===== src/rtl/tx_channel_arbiter.sv =====
// tx_channel_arbiter: round-robin sharing of one tx_unit among sampler channels, optional channel-ID header per sample
module tx_channel_arbiter #(
  parameter int         N_CHANNELS  = 2,
  parameter int         DATA_SIZE   = 8,
  parameter bit         HEADER_EN   = 1'b1,
  parameter logic [7:0] HEADER_BASE = 8'hF0,
  parameter int         BUSY_WAIT   = 4
) (
  input  logic                            i_clock,
  input  logic                            i_reset,
  input  logic [N_CHANNELS-1:0]           i_enable,
  input  logic [N_CHANNELS-1:0]           i_valid,
  input  logic [N_CHANNELS*DATA_SIZE-1:0] i_data,
  output logic [N_CHANNELS-1:0]           o_next,
  input  logic                            i_txready,
  output logic                            o_send,
  output logic [DATA_SIZE-1:0]            o_txdata,
  output logic [$clog2(N_CHANNELS)-1:0]   o_grant,
  output logic                            o_busy,
  output logic                            o_error
);
  localparam int GW = $clog2(N_CHANNELS);
  localparam int CW = $clog2(BUSY_WAIT + 1);
  typedef enum logic [1:0] {IDLE, SEND, WAIT_BUSY, WAIT_DONE} state_t;
  state_t                  state_q;
  logic [GW-1:0]           ptr_q;
  logic                    data_phase_q;
  logic [CW-1:0]           cnt_q;
  logic [DATA_SIZE-1:0]    data_q;
  logic [N_CHANNELS-1:0]   req;
  logic [GW-1:0]           win;
  logic                    found;
  logic [DATA_SIZE-1:0]    win_data;
  logic [7:0]              hdr;
  assign req      = i_valid & i_enable;
  assign win_data = i_data[int'(win)*DATA_SIZE +: DATA_SIZE];
  assign hdr      = HEADER_BASE + 8'(win);
  // pick the first requester after the pointer; scanning farthest-first lets the nearest overwrite
  always_comb begin
    win   = '0;
    found = 1'b0;
    for (int i = N_CHANNELS; i >= 1; i--) begin
      if (req[(int'(ptr_q) + i) % N_CHANNELS]) begin
        win   = GW'((int'(ptr_q) + i) % N_CHANNELS);
        found = 1'b1;
      end
    end
  end
  // transaction FSM: grant, send header/data, watch tx_unit handshake; all outputs registered here
  always_ff @(posedge i_clock or negedge i_reset) begin
    if (!i_reset) begin
      state_q      <= IDLE;
      ptr_q        <= GW'(N_CHANNELS - 1);
      data_phase_q <= 1'b0;
      cnt_q        <= '0;
      data_q       <= '0;
      o_send       <= 1'b0;
      o_next       <= '0;
      o_txdata     <= '0;
      o_grant      <= '0;
      o_busy       <= 1'b0;
      o_error      <= 1'b0;
    end else begin
      o_send <= 1'b0;
      o_next <= '0;
      case (state_q)
        IDLE: if (found && i_txready) begin
          data_q       <= win_data;
          ptr_q        <= win;
          o_grant      <= win;
          o_next       <= {{(N_CHANNELS-1){1'b0}}, 1'b1} << win;
          o_txdata     <= HEADER_EN ? DATA_SIZE'(hdr) : win_data;
          data_phase_q <= !HEADER_EN;
          o_send       <= 1'b1;
          o_busy       <= 1'b1;
          state_q      <= SEND;
        end
        SEND: begin
          cnt_q   <= '0;
          state_q <= WAIT_BUSY;
        end
        WAIT_BUSY: if (!i_txready) begin
          state_q <= WAIT_DONE;
        end else if (cnt_q == CW'(BUSY_WAIT - 1)) begin
          o_error      <= 1'b1;
          o_busy       <= 1'b0;
          data_phase_q <= 1'b0;
          state_q      <= IDLE;
        end else begin
          cnt_q <= cnt_q + CW'(1);
        end
        WAIT_DONE: if (i_txready) begin
          if (!data_phase_q) begin
            data_phase_q <= 1'b1;
            o_txdata     <= data_q;
            o_send       <= 1'b1;
            state_q      <= SEND;
          end else begin
            o_busy  <= 1'b0;
            state_q <= IDLE;
          end
        end
        default: state_q <= IDLE;
      endcase
    end
  end
endmodule


===== config.mk =====
export PLATFORM = sky130hd
export DESIGN_NAME = tx_channel_arbiter
export DESIGN_NICKNAME = d
export VERILOG_FILES = /design/src/rtl/tx_channel_arbiter.sv
export SDC_FILE = /design/constraint.sdc
export NUM_CORES = 1
export LEC_CHECK = 0
export ABC_CLOCK_PERIOD_IN_PS = 3250
export BUFFER_PORTS_ARGS = -buffer_cell sky130_fd_sc_hd__buf_2
export CORE_MARGIN = 4
export CORE_UTILIZATION = 55
export CTS_CLUSTER_SIZE = 8
export DETAILED_ROUTE_END_ITERATION = 10
export GPL_ROUTABILITY_DRIVEN = 0
export PLACE_DENSITY = 0.83
export SYNTH_ARGS = -nofsm -noshare
export SYNTH_HDL_FRONTEND = slang
export SYNTH_SLANG_ARGS = --single-unit

===== constraint.sdc =====
create_clock -name i_clock -period 3.25 [get_ports i_clock]
set_input_delay 0.1625 -clock i_clock [delete_from_list [all_inputs] [get_ports i_clock]]
set_output_delay 0.1625 -clock i_clock [all_outputs]
set_load 0.03 [all_outputs]

==> impl_summary.md, run 1 <==
Worst setup path
The largest fanout of any net on the critical path is 14. The worst endpoint data arrival time is 2.28 ns. The capturing instance or port of the critical path is o_txdata[4]$_DFFE_PN0P_. The largest single stage delay on the critical path is between 0.4 and 0.5 ns. The instance count on the critical path is 5. The reg-to-reg setup timing slack is 1.19 ns. Measured in cells, the most critical reg-to-reg path has a length of 5. Walking the worst path, the cells encountered are ha_1 -> nor2b_1 -> nand2_1 -> a21oi_4 -> mux2_2. The largest individual stage delay along the critical path comes from the cell sky130_fd_sc_hd__ha_1. The worst register-to-register path ends at o_txdata[4]$_DFFE_PN0P_.

The family with the most delay on the worst path is adder cells. The startpoint type of the worst setup path is a register. The origin of the critical flop-to-flop path is state_q[1]$_DFFE_PN0P_. The endpoint required time on the critical path is between 3 and 4 ns. The critical path contains buffers and inverters numbering 0 combined.

The kind of end point of the critical path is a register. The critical path start-end classification is register to register. The worst setup path startpoint is state_q[1]$_DFFE_PN0P_.

Logic synthesis
The count of state elements after synthesis is 29. The post-synthesis instance area is 1419 sq um. Synthesis produced a netlist with a net count of between 150 and 200. The count of cell types in the netlist is 29.

In this run the mean area of a mapped cell was between 10 and 15 sq um. During synthesis, Yosys emitted a total of 0 warnings. The area share of the largest cell type after synthesis is 0.4938. The synthesized design spends more area on one cell type than any other, namely sky130_fd_sc_hd__dfrtp_1. In the synthesized netlist, the number of instances is ~130. Of the synthesized area, sequential elements account for 0.5123. By area the synthesized netlist is led by sky130_fd_sc_hd__dfrtp_1 (49%), sky130_fd_sc_hd__mux2i_1 (8.5%), sky130_fd_sc_hd__mux2_2 (6.3%).

Routing
The total detailed-routing wirelength is about 2700 um. The count of unresolved DRC violations after routing is 0. The count of vias placed by the detailed router is 1056. The post-route antenna net violation count is 0. The average wire length per cell after detail routing is around 14 um. The length of the first detailed-routing pass in iterations is 4. For this block, the initial DRC count from the detailed router was 17.

Dividing the detail-routed via count by the number of cells gives 5.280.

Floorplanning
The number of top-level design ports is 37. The floorplan has 18 rows. The area of the die is 3456 sq um. The width of the die is around 60 um. In this run the standard cell core region covers 2477 sq um. The floorplan step set the die height to 58.79 um.

The effective utilization at floorplan is 0.5727.

Global routing
The met3 usage is 0.06579. The total overflow reported by the global router is 0. After global routing, the most crowded layer is met2. Entering global routing, the biggest net connects 30 pins. The number of global-route vias before repair is between 1000 and 1500.

In the global route stage, met1 resource usage came out at 0.2317. The global-route track usage on met2 is 0.2792. The first global-routing pass estimated about 4700 um of wire.

The initial antenna violation count is 0. The global router's overall resource usage is 0.1812.

Timing
The maximum operating frequency is 0.4852 GHz. The number of hold-slack violations in the final timing report is 0. The slew at the pin closest to its max-slew limit is about 0.76 ns.

Of the available clock period, the critical path in the final layout requires 0.6341. Clock skew on the completed layout was measured at 0.009189 ns. The max-slew violation count was 0. The minimum period implied by the final worst setup slack is about 2.1 ns.

The setup-violating endpoint count in the final report is 0. Setup repair after global routing left no endpoint under its margin. The worst-case headroom to the max-slew limit is 0.4891. In the final timing run, aggregate negative setup slack is 0 ns.

Clock tree
In this run, CTS created clock tree buffers numbering 5. The TritonCTS clock tree is built. After clock tree synthesis, the flow added hold-fix buffers numbering 1. The clock latency reported for the late side of the worst-skew pair is approximately 0.33 ns.

After clock tree synthesis, the setup repair step added 0 buffers. After clock tree synthesis, the clock-pin slew on the worst setup and hold paths is about 0.090 ns. The H-tree level count is 2.

The tree is rooted in a sky130_fd_sc_hd__clkbuf_4. In this run, post-CTS repair resized a total of 0 instances. The TritonCTS sink count is 29. The clock passes through at most 2 buffers.

Finish
The most common cell after layout, fill and taps aside is sky130_fd_sc_hd__buf_2. The number of antenna diodes in the final layout is 0. The net count reported at finish is ~200.

Of the cells placed in the final design, the portion with a size suffix greater than 1 is 0.3235. After routing the design area is ~1700 sq um. In the final layout, flip-flops and latches occupy just over 700 sq um. From synthesis to final layout, the design area changed by 21.16%. The top cell types in the final layout, fill and taps aside, are sky130_fd_sc_hd__buf_2 (36), sky130_fd_sc_hd__dfrtp_1 (28), sky130_fd_sc_hd__nand2_1 (16). The fill cell instance count of the final layout is 200. The multi-input gate area in the final layout is 638.1 sq um.

Job
The tool flagged a number of max-cap violations equal to 0.

Min path
Counting instances, the worst hold path has a depth of 3. The min-delay analysis places its worst path in the category primary input to register.

Power
The worst voltage drop across the vdd grid is between 0.5 and 0.6 mV. The total leakage power is between 0.8 and 0.9 nW. The power per cell area is ~900 nW/um^2.

Place
The wire-length estimate of the detail-placed layout is between 2000 and 2500 um. After detailed placement, the total cell area comes to 1624 sq um. The number of I/O port buffers is 36.

Run status
The run finished with clean final reports.
through the flow:
step / std cells / total power, mW / util / hold WS, ns / setup WS (ns)
floorplan: 129 / 1.069 / - / -0.1331 / 1.611
detailed placement: 191 / 1.249 / 0.6556 / 0.2147 / 1.217
finish: 200 / 1.542 / 0.6939 / 0.1175 / 1.189
global placement: 191 / 1.221 / 0.6556 / 0.2077 / 1.306
CTS: 200 / 1.558 / 0.6939 / 0.1091 / 1.202
global route: 200 / 1.657 / 0.6939 / 0.1304 / 1.022
worst reg2reg max path, delay by kind of cell, from the launching register on:
kind            cells  cell delay, ns
fa+ha+maj           1            0.43
mux                 1            0.38
simple gates        2            0.43
flops               1            0.41
compound gates      1            0.30
routing by layer:
layer | wire length (um) | up-vias
met2 | 1289 | 39
met3 | 188 | 6
met5 | 0 | -
met4 | 42 | 0
li1 | - | 528
met1 | 1222 | 483
logic make-up after synthesis:
logic type / after synthesis / synth area share
simple gates: 31 / 0.1014
flops: 29 / 0.5123
compound gates: 27 / 0.1323
mux: 20 / 0.1482
buf+inv: 14 / 0.03791
fa+ha+maj: 7 / 0.06173
xor+xnor: 1 / 0.006174
where the power goes:
group          switching [mW]  leakage (nW)  internal, mW  total, mW
sequential             0.0807         0.360         0.504      0.584
clock                   0.122        0.0455         0.184      0.305
combinational           0.395         0.424         0.258      0.653
total                   0.597         0.830         0.945       1.54
sequential cells by signal (all words and copies together), names as in the netlist:
signal and count:
data_phase_q 1, o_busy 1, ptr_q 1, o_grant 1, cnt_q 3, o_error 1
o_txdata 8, o_send 1, o_next 2, state_q 2, data_q 8
cell type report:
| type | count | area share |
|---|---|---|
| Multi-Input combinational cell | 86 | 0.3712 |
| Clock buffer | 7 | 0.03202 |
| Timing Repair Buffer | 38 | 0.1150 |
| Sequential cell | 29 | 0.4229 |
| Clock inverter | 1 | 0.01747 |
| Inverter | 9 | 0.01965 |
| Tap cell | 30 | 0.02183 |
how the worst min path moves through the flow:
stage                         start               endpoint  slack, ns
final                     i_data[1]  data_q[1]$_DFFE_PN0P_       0.12
after global routing      i_data[3]  data_q[3]$_DFFE_PN0P_       0.13
after CTS                 i_data[1]  data_q[1]$_DFFE_PN0P_       0.11
after detailed placement    i_reset   cnt_q[2]$_DFFE_PN0P_       0.21
after global placement      i_reset   cnt_q[2]$_DFFE_PN0P_       0.21
after floorplan             i_reset   cnt_q[0]$_DFFE_PN0P_      -0.13
cell usage after synthesis (all sizes together):
cell,count
a22oi,1
ha,7
o41ai,2
xnor2,1
nor2,4
nor3,2
o21a,1
clkbuf,4
inv,9
dfstp,1
o31ai,1
a221oi,1
a22o,3
dfrtp,28
a31o,1
mux2i,12
nand3b,1
a21oi,2
nand2b,6
mux2,8
a2bb2oi,1
nor2b,1
a31oi,1
buf,1
a211oi,1
and2b,1
nand2,16
o21ai,12
Note: power is estimated with default switching activity, not from simulation.
==> run 2: changes to the inputs <==
==> config.mk (replaced) <==
export PLATFORM = sky130hd
export DESIGN_NAME = tx_channel_arbiter
export DESIGN_NICKNAME = d
export VERILOG_FILES = /design/src/rtl/tx_channel_arbiter.sv
export SDC_FILE = /design/constraint.sdc
export NUM_CORES = 1
export LEC_CHECK = 0
export ABC_AREA = 1
export ABC_CLOCK_PERIOD_IN_PS = 2060
export BUFFER_PORTS_ARGS = -buffer_cell sky130_fd_sc_hd__buf_2
export CORE_MARGIN = 4
export CORE_UTILIZATION = 52
export CTS_CLUSTER_SIZE = 8
export DETAILED_ROUTE_END_ITERATION = 10
export GPL_ROUTABILITY_DRIVEN = 0
export PLACE_DENSITY = 0.78
export SYNTH_ARGS = -nofsm -noshare
export SYNTH_HDL_FRONTEND = slang
export SYNTH_SLANG_ARGS = --single-unit
==> constraint.sdc (replaced) <==
create_clock -name i_clock -period 2.06 [get_ports i_clock]
set_input_delay 0.103 -clock i_clock [delete_from_list [all_inputs] [get_ports i_clock]]
set_output_delay 0.103 -clock i_clock [all_outputs]
set_load 0.03 [all_outputs]
==> run 2 against run 1 <==
Against the previous run: clock power increased by 17%; utilization decreased by 5.6 points; maximum frequency grew 26%; sequential power increased by 65%; register-to-register slack got worse by 0.76 ns; wire length grew 4.4%; combinational power increased by 85%; sequential share of layout area is 0.99 points lower; clock skew fell by 0.00068 ns; total power increased by 64%; critical path type unchanged; largest cell class unchanged.
==> impl_summary.md, run 2 <==
Place
In this run, placement finished with an instance count of ~250. The placement-stage worst setup slack is roughly 0.44 ns. Once detailed placement completed, the half-perimeter wirelength came to ~2100 um. In this run the tool buffered the top-level ports with 36 buffer cells.

Worst setup path
The number of cells on the worst reg-to-reg path is 6. STA classifies the critical path startpoint as a register. Data on the critical path arrives at its endpoint at approximately 1.8 ns. Walking the worst path, the cells encountered are ha_1 -> nand3_1 -> o21ai_2 -> nand2_4 -> nand2_1 -> o21ai_2. In this run the number of cells on the critical path is 6. Along the worst path, the maximum fanout reaches 15. The worst setup path is captured at a register.

Among the stages of the critical path, the cell type that occurs most often is sky130_fd_sc_hd__o21ai_2. The worst setup path is of the register to register kind. In this design, the largest share of critical-path delay is due to simple AND/OR/NAND/NOR gates. For this run, the slowest stage of the critical path takes between 0.4 and 0.5 ns. Counting both buffers and inverters, the worst setup path holds a total of 0. The endpoint required time on the critical path is between 2 and 2.5 ns. Among all stages on the critical path, the largest delay is contributed by sky130_fd_sc_hd__dfrtp_1.

Power
The switching portion of total power is 0.4506. The analysis attributes to cell leakage a power of 1.028 nW. The internal power summed over all cells is 1.389 mW. The share of total power dissipated in the clock network is 0.141. In this run the power density over the cells is ~1400 nW/um^2. Of the total power, registers draw 0.381. Summing internal, switching and leakage power gives 2.528 mW. The proportion of power drawn by combinational gates is 0.479.

Summed over all nets, the switching power comes to 1.139 mW. The worst voltage drop across the vdd grid is around 0.93 mV.

Floorplanning
The die span in y is 61.71 um. The effective utilization at floorplan is 0.5440. The die covers 3808 sq um. The number of top-level design ports is 37. The total area inside the core boundary comes to about 2800 sq um. The initialized floorplan defines 19 standard-cell rows. The width of the die is ~60 um.

Timing
Dividing the final minimum period by the clock period gives 0.7910. Derived from the worst setup path, the maximum achievable clock frequency is just over 0.6 GHz. At the pin with the least slew margin, the transition time is approximately 0.63 ns. The least setup slack across all paths after layout is 0.4305 ns. The number of hold-slack violations in the final timing report was 0. Summed over all failing endpoints, the final setup total negative slack is 0 ns.

Setup repair after global routing left no endpoint under its margin. Setup violations remaining at the end of the flow were counted as 0. The worst-case headroom to the max-slew limit is 0.5810. The max-slew violation count came to 0. The clock period could shrink to around 1.6 ns. The clock skew after layout is between 0.008 and 0.009 ns.

Routing
The initial detailed-routing violation count is 30. Summed over all layers, the routed wires come to 2865 um. The count of unresolved DRC violations after routing is 0.

The length of the first detailed-routing pass in iterations is 4. After detailed routing, the average wire length per cell comes to ~11 um. The post-route antenna net violation count is 0.

Dividing the detail-routed via count by the number of cells gives 4.805. The count of vias placed by the detailed router is 1230.

Clock tree
Buffers inserted to repair hold after CTS numbered 1. For this design, the sink count on the clock tree is 29. The clock transition at the registers of the reported paths is 0.09 ns. The number of buffers created by CTS is 5.

Once the clock tree was built, the setup fixing pass inserted 0 buffers. The number of buffers on the longest clock path is 2. Post-CTS repair changed the size of 0 cells. The library cell used as clock root buffer is sky130_fd_sc_hd__clkbuf_4. TritonCTS built the clock tree. The clock latency reported for the late side of the worst-skew pair is ~0.32 ns. The clock tree synthesis step divided the H-tree into 2 levels.

Job
The tool flagged a number of max-cap violations equal to 0.

Global routing
The initial antenna violation count was 0. The total overflow reported by the global router is 0. The global router's overall resource usage is 0.1803.

The number of global-route vias before repair is about 1100. The maximum number of pins on one net before global-route repair is 30. The first global-routing pass estimated 4912 um of wire.

Logic synthesis
The average instance in the mapped netlist occupies roughly 8 sq um. The proportion of synthesized chip area in sequential cells is 0.4846. The commonest cells after synthesis are sky130_fd_sc_hd__nand2_1 (85), sky130_fd_sc_hd__dfrtp_1 (28), sky130_fd_sc_hd__inv_1 (13), sky130_fd_sc_hd__nor2_1 (9). Of all flip-flops after synthesis, the portion carrying an async set or reset was 1.000. The count of cell types in the netlist is 20. Among all cell types in the netlist, the one instantiated most often is sky130_fd_sc_hd__nand2_1. The synthesized instance count is between 150 and 200. The area share of the largest cell type after synthesis is 0.4671. The mapped netlist covers between 1500 and 2000 sq um. The number of warning messages in the yosys log is 0. The count of flip-flops with a built-in enable after synthesis is 0. The main flop type after synthesis is sky130_fd_sc_hd__dfrtp_1. Sorting the synthesized cells by area gives the leading types as sky130_fd_sc_hd__dfrtp_1 (47%), sky130_fd_sc_hd__nand2_1 (21%), sky130_fd_sc_hd__ha_1 (5.8%). Synthesis produced a netlist with a net count of about 210.

Synthesis inferred 29 register bits. Of all cell types, the one taking the most synthesized area is sky130_fd_sc_hd__dfrtp_1.

Finish
The number of non-filler instances in the completed layout is between 200 and 300. The share of post-route cells with drive strength above 1 is 0.2756. The top cell types in the final layout, fill and taps aside, are sky130_fd_sc_hd__nand2_1 (85), sky130_fd_sc_hd__buf_2 (36), sky130_fd_sc_hd__dfrtp_1 (28).

The number of inserted diodes is 0. In the final layout, the registers with the most flip-flops are data_q (8), o_txdata (8), cnt_q (3). The net count reported at finish is ~250. Counting the fill cells in the layout gives around 260. The post-route core utilization is 0.6384. Leaving out fill and tap cells, the most frequent cell in the layout is sky130_fd_sc_hd__nand2_1. The layout overhead on the synthesized area is 17.35%.

Min path
In this run the worst hold path is classified as primary input to register. Counting instances, the worst hold path has a depth of 5.

Run status
The flow ran to the end, and the final reports show no timing, DRC or antenna violations.
-- run 2: cell count changes after synthesis, moves of 6 or more --
cell	before	now
sky130_fd_sc_hd__o21ai_2	0	8
sky130_fd_sc_hd__nand2_1	16	85
sky130_fd_sc_hd__nand2b_1	6	0
sky130_fd_sc_hd__mux2i_1	12	0
sky130_fd_sc_hd__o21ai_0	12	4
sky130_fd_sc_hd__nand3_1	0	8
sky130_fd_sc_hd__mux2_2	8	0
-- run 2: worst reg2reg max path, cell delays in order (launching register included) --
cell and delay (ns):
sky130_fd_sc_hd__dfrtp_1 0.44, sky130_fd_sc_hd__ha_1 0.41, sky130_fd_sc_hd__nand3_1 0.21, sky130_fd_sc_hd__o21ai_2 0.13, sky130_fd_sc_hd__nand2_4 0.16, sky130_fd_sc_hd__nand2_1 0.11
sky130_fd_sc_hd__o21ai_2 0.05
-- run 2: layer usage --
| metal | vias up | share of wire | global-route usage |
|---|---|---|---|
| met1 | 529 | 0.50 | 0.2500 |
| met4 | 0 | 0.022 | 0.09394 |
| met3 | 7 | 0.067 | 0.05165 |
| met5 | - | 0 | 0 |
| met2 | 39 | 0.41 | 0.2556 |
| li1 | 655 | - | - |
-- run 2: path summary, 6_finish.rpt --
path,start,to,slack (ns)
max in group asynchronous,i_reset,o_busy$_DFFE_PN0P_,1.32
setup / recovery,state_q[0]$_DFFE_PN0P_,o_txdata[2]$_DFFE_PN0P_,0.43
hold / removal,i_data[13],data_q[5]$_DFFE_PN0P_,0.05
min in group asynchronous,i_reset,data_q[7]$_DFFE_PN0P_,0.33
setup reg to reg,state_q[0]$_DFFE_PN0P_,o_txdata[2]$_DFFE_PN0P_,0.43
hold reg to reg,ptr_q$_DFFE_PN1P_,ptr_q$_DFFE_PN1P_,0.46
-- run 2: cells by family after synthesis --
group                      Yosys count  synth area share
AOI/OAI and AO/OA                   16           0.07924
adders and majority gates            7           0.05838
buffers and inverters               19           0.05838
DFF                                 29            0.4846
and+or+nand+nor                    112            0.3194
-- run 2: cell type report --
class,instances,area (sq um),share of cell area
timing repair buffer,37,190.2,0.1080
clock buffer,8,58.81,0.03340
sequential,29,726.9,0.4129
inverter,16,60.06,0.03412
tap,31,38.79,0.02203
multi-input combinational,135,685.7,0.3895
-- run 2: power by group through the flow --
| stage | Sequential, mW | Clock, mW | Combinational, mW |
|---|---|---|---|
| global placement | 0.962 | 0 | 1.19 |
| global route | 0.996 | 0.387 | 1.36 |
| floorplan | 1.15 | 0 | 0.785 |
| CTS | 0.963 | 0.364 | 1.22 |
| detailed placement | 0.973 | 0 | 1.21 |
| finish | 0.963 | 0.356 | 1.21 |
-- run 2: stage by stage --
stage	hold WS (ns)	cell area, sq um
floorplan	-0.1926	1500
global placement	0.1544	1692
detailed placement	0.1648	1692
CTS	0.04150	1760
global route	0.05016	1760
finish	0.04843	1760
